File: src/rtl/hazard_unit.sv
// Hazard and forwarding controller for the RV32I 5-stage pipeline.
// Tracks E/M/W register addresses and produces forward selects, load-use stalls and flushes.
module hazard_unit #(
    parameter int REG_ADDR_W = 5
) (
    input  logic                  clk,
    input  logic                  reset,
    input  logic [REG_ADDR_W-1:0] rs1_D,
    input  logic [REG_ADDR_W-1:0] rs2_D,
    input  logic [REG_ADDR_W-1:0] rd_D,
    input  logic                  usesRs1_D,
    input  logic                  usesRs2_D,
    input  logic                  regWrite_D,
    input  logic                  isLoad_D,
    input  logic                  pcSrc_E,
    output logic [1:0]            forwardA_E,
    output logic [1:0]            forwardB_E,
    output logic                  stall_F,
    output logic                  stall_D,
    output logic                  flush_D,
    output logic                  flush_E
);

    localparam logic [REG_ADDR_W-1:0] REG_X0  = {REG_ADDR_W{1'b0}};
    localparam logic [1:0]            FWD_RF  = 2'b00;
    localparam logic [1:0]            FWD_WB  = 2'b01;
    localparam logic [1:0]            FWD_MEM = 2'b10;

    logic [REG_ADDR_W-1:0] rs1_e_q, rs1_e_d;
    logic [REG_ADDR_W-1:0] rs2_e_q, rs2_e_d;
    logic [REG_ADDR_W-1:0] rd_e_q,  rd_e_d;
    logic                  reg_write_e_q, reg_write_e_d;
    logic                  is_load_e_q,   is_load_e_d;
    logic [REG_ADDR_W-1:0] rd_m_q,  rd_m_d;
    logic                  reg_write_m_q, reg_write_m_d;
    logic [REG_ADDR_W-1:0] rd_w_q,  rd_w_d;
    logic                  reg_write_w_q, reg_write_w_d;

    logic                  lw_stall_s;
    logic [1:0]            fwd_a_s;
    logic [1:0]            fwd_b_s;

    // The youngest producer (M) wins over W; x0 never forwards.
    function automatic logic [1:0] fwd_select(
        input logic [REG_ADDR_W-1:0] src,
        input logic                  wr_m,
        input logic [REG_ADDR_W-1:0] rd_m,
        input logic                  wr_w,
        input logic [REG_ADDR_W-1:0] rd_w
    );
        logic [1:0] sel;
        if (wr_m && (rd_m != REG_X0) && (rd_m == src)) begin
            sel = FWD_MEM;
        end else if (wr_w && (rd_w != REG_X0) && (rd_w == src)) begin
            sel = FWD_WB;
        end else begin
            sel = FWD_RF;
        end
        return sel;
    endfunction

    // Forward selects, load-use detection and stall/flush outputs.
    always_comb begin
        fwd_a_s    = fwd_select(rs1_e_q, reg_write_m_q, rd_m_q, reg_write_w_q, rd_w_q);
        fwd_b_s    = fwd_select(rs2_e_q, reg_write_m_q, rd_m_q, reg_write_w_q, rd_w_q);
        lw_stall_s = is_load_e_q && (rd_e_q != REG_X0) &&
                     ((usesRs1_D && (rs1_D == rd_e_q)) ||
                      (usesRs2_D && (rs2_D == rd_e_q)));
        forwardA_E = fwd_a_s;
        forwardB_E = fwd_b_s;
        stall_F    = lw_stall_s & ~pcSrc_E;
        stall_D    = lw_stall_s & ~pcSrc_E;
        flush_D    = pcSrc_E;
        flush_E    = lw_stall_s | pcSrc_E;
    end

    // Next shadow state: M/W always advance; E takes D or a bubble on flush.
    always_comb begin
        rd_m_d        = rd_e_q;
        reg_write_m_d = reg_write_e_q;
        rd_w_d        = rd_m_q;
        reg_write_w_d = reg_write_m_q;
        rs1_e_d       = REG_X0;
        rs2_e_d       = REG_X0;
        rd_e_d        = REG_X0;
        reg_write_e_d = 1'b0;
        is_load_e_d   = 1'b0;
        if (flush_E) begin
            rs1_e_d       = REG_X0;
            rs2_e_d       = REG_X0;
            rd_e_d        = REG_X0;
            reg_write_e_d = 1'b0;
            is_load_e_d   = 1'b0;
        end else begin
            rs1_e_d       = usesRs1_D ? rs1_D : REG_X0;
            rs2_e_d       = usesRs2_D ? rs2_D : REG_X0;
            rd_e_d        = rd_D;
            reg_write_e_d = regWrite_D;
            is_load_e_d   = isLoad_D;
        end
    end

    // Shadow pipeline registers with synchronous reset.
    always_ff @(posedge clk) begin
        if (reset) begin
            rs1_e_q       <= REG_X0;
            rs2_e_q       <= REG_X0;
            rd_e_q        <= REG_X0;
            reg_write_e_q <= 1'b0;
            is_load_e_q   <= 1'b0;
            rd_m_q        <= REG_X0;
            reg_write_m_q <= 1'b0;
            rd_w_q        <= REG_X0;
            reg_write_w_q <= 1'b0;
        end else begin
            rs1_e_q       <= rs1_e_d;
            rs2_e_q       <= rs2_e_d;
            rd_e_q        <= rd_e_d;
            reg_write_e_q <= reg_write_e_d;
            is_load_e_q   <= is_load_e_d;
            rd_m_q        <= rd_m_d;
            reg_write_m_q <= reg_write_m_d;
            rd_w_q        <= rd_w_d;
            reg_write_w_q <= reg_write_w_d;
        end
    end

endmodule

File: config.mk
export PLATFORM = sky130hd
export DESIGN_NAME = hazard_unit
export DESIGN_NICKNAME = d
export VERILOG_FILES = /design/src/rtl/hazard_unit.sv
export SDC_FILE = /design/constraint.sdc
export NUM_CORES = 1
export LEC_CHECK = 0
export ABC_CLOCK_PERIOD_IN_PS = 1900
export CORE_MARGIN = 5
export CORE_UTILIZATION = 44
export CTS_CLUSTER_SIZE = 10
export DETAILED_ROUTE_END_ITERATION = 8
export PLACE_DENSITY_LB_ADDON = 0.12
export SYNTH_ARGS = -nofsm -noshare
export SYNTH_HDL_FRONTEND = slang
export SYNTH_SLANG_ARGS = --single-unit
File: constraint.sdc
create_clock -name clk -period 1.9 [get_ports clk]
set_clock_uncertainty 0.05 [all_clocks]
set_input_delay 0.475 -clock clk [delete_from_list [all_inputs] [get_ports clk]]
set_output_delay 0.475 -clock clk [all_outputs]
set_load 0.01 [all_outputs]
==> flow_summary.toml <==
[cts]
clock_sinks = 29
path_clk_slew_ns = 0.09
cts_tree = "built"
cts-root-buf = "clkbuf_4"
h-tree-depth = 2
numCtsBuffers = 5
clkLatencyLatePin_ns = 0.32
cts_buffer_depth = 2
postCtsHoldBufs = 0

[placement]
hpwl_microns = 2380
dp.cells = 209
dpl_cell_area_sq_um = 1792
port_buffers = 29
globalplace.congestion = 0.8281

[cells_and_area]
stdcell_count = 220
drive_gt1_share_pct = 38.50
n_antenna_cell = 0
final_area_sq_um = 1944
areaGrowthSynthToFinish_pct = 44.96
mostFrequentLayoutCells = "buf_4 (23), dfxtp_1 (22), xor2_1 (14), nor2b_1 (12)"
final_common_cell = "buf_4"
final_nets = 209
utilization_pct = 65.29
fill_cells = 250

[logic_synthesis]
synth_top_cell_area_share_pct = 43.28
seq_area_frac_synth_pct = 43.28
yosysTopAreaCell = "dfxtp_1"
syn-num-nets = 156
ys_seq_elements = 29
synthCells = 134
yosys_warnings = 0
syn_area_sq_um = 1341
ys_top_cells_by_area = "dfxtp_1 (43%), xnor2_1 (10%), xor2_1 (9.1%)"
avgSynthCellArea_sq_um = 10.01
ys_types = 23

[setup_path]
crit_top_cell = "or4_4"
r2r_cells = 7
rrSetupSlack_ns = 0.32
reg2reg_to = "rs2_e_q[1]"
max_stage_delay_ns = 0.55
crit_fanout = 3
path_cells = "or4_4 > o21ai_2 > or4_4 > nor4_4 > buf_2"
rr_startpoint = "rd_e_q[2]"
crit_arrival_ns = 1.86
path_class = "reg -> out"
worst_setup_path_end_kind = "output pin"
start_kind = "flop"
crit_slowest_cell = "or4_4"
required_ns = 1.37

[status]
violations = "setup timing"
outcome = "complete, but fails checks"

[route]
met3_length_microns = 167
wl_met1_microns = 1243
wl_per_cell_microns = 14.55
drc = 0
drt_iter0_drc = 11
dr_wl_met2_microns = 1717
finalWirelength_microns = 3200
num_vias = 1131
firstDrtPassIters = 4
viasPerCell = 5.141
drtAntennaViolNets = 0
top_layer_used = "met4"

[hold_path]
hp-start = "rs1_D[1]"
holdPathEnd = "rs1_e_q[1]"
hold_path_depth = 3
hp-class = "in -> reg"

[power_and_ir_drop]
max-vdd-ir-drop_v = 0.0003535
p_per_area_nw_per_um2 = 616.0
leakage_nw = 0.8573

[timing]
fin_crit_ns = 2.386
period_share_pct = 125.6
setup_viol = 7
drv_slew = 0
finalHoldViolations = 0
maxSlewHeadroom_pct = 79.76
rsz0062_at_grt = "true"
fmax_mhz = 419.0
tightest_slew_ns = 0.3025
finalWorstSetupSlack_ns = -0.4865
worst_hold_slack_ns = 0.4221

[global_routing]
grt_max_degree = 18
grt_use_total_pct = 16.88
grt_overflow = 0
grt_pass1_vias = 1175
antenna_found_initial = 0
grt_pass1_wl_microns = 5326

[floorplan]
core_area_sq_um = 2978
die_x_microns = 65.21
io_pins = 30
rows = 20
initial_core_util_pct = 45.04
die_area_sq_um = 4252
die_y_microns = 65.21

[run]
cap_violations = 0
state kept, by name, indices dropped and copies added, names as in the netlist:
name and cells:
rd_w_q 5, rs1_e_q 5, rd_m_q 5, reg_write_e_q 1
rd_e_q 5, rs2_e_q 5, reg_write_m_q 1, is_load_e_q 1
reg_write_w_q 1
critical path, delay by kind of cell, from the launching register on:
family / cells / cell delay, ns
AND/OR/NAND/NOR: 3 / 0.94
flip-flops: 1 / 0.37
buffers and inverters: 1 / 0.16
AO/OA/AOI/OAI: 1 / 0.06
layer usage:
metal,global-route usage (%),vias up
met4,6.218,0
met3,6.325,8
met1,17.04,535
li1,-,564
met2,31.23,24
met5,0,-
logic make-up (layout without fill, tap and decap cells):
kind of cell,count (synthesis),after routing,synth area share (%)
XOR/XNOR,30,30,19.59
flip-flops,29,29,43.28
AO/OA/AOI/OAI,22,22,12.50
buffers and inverters,7,60,4.571
AND/OR/NAND/NOR,46,46,20.06
through the flow:
stage	worst slack [ns]	setup TNS [ns]	power (mW)
CTS	-0.4980	-2.506	1.201
finish	-0.4865	-2.375	1.198
global placement	-0.7894	-6.350	0.8217
detailed placement	-0.8163	-6.933	0.8259
floorplan	-0.1112	-0.1112	0.7366
global route	-0.5607	-2.888	1.276
cell usage after synthesis (all sizes together):
cell type	n
a21o	1
a21oi	17
and3b	1
buf	5
clkbuf	2
dfxtp	29
nand2	9
nand3	12
nand4	2
nor2	1
nor2b	12
nor4	4
o21a	1
o21ai	2
o22ai	1
or4	5
xnor2	16
xor2	14
power by group:
group | leakage (nW) | internal (mW) | switching, mW
Sequential | 0.240 | 0.623 | 0.0164
Clock | 0.0314 | 0.174 | 0.198
Combinational | 0.586 | 0.104 | 0.0824
timing repair:
action,in CTS,in global routing
endpoints found under the setup margin,8,7
gates cloned,0,0
resized for setup,51,10
buffers inserted,2,2
pin swaps,8,7
worst max-delay path by stage:
stage / from / to / slack [ns] / depth (start not counted)
finish: rd_w_q[4] / forwardB_E[0] / -0.49 / 5
global route: rd_w_q[4] / forwardB_E[0] / -0.56 / 5
CTS: rd_w_q[4] / forwardB_E[0] / -0.50 / 5
detailed placement: rs2_D[4] / stall_F / -0.82 / 6
global placement: rs2_D[1] / stall_F / -0.79 / 6
floorplan: rd_e_q[1] / stall_F / -0.11 / 5
cell type report:
class / count / area [sq um] / area share (%)
tap: 33 / 41.29 / 2.124
sequential: 29 / 594.3 / 30.57
multi-input combinational: 98 / 824.5 / 42.41
clock buffer: 7 / 55.05 / 2.831
timing repair buffer: 53 / 429.2 / 22.07
Power figures use the tool's default switching activity.
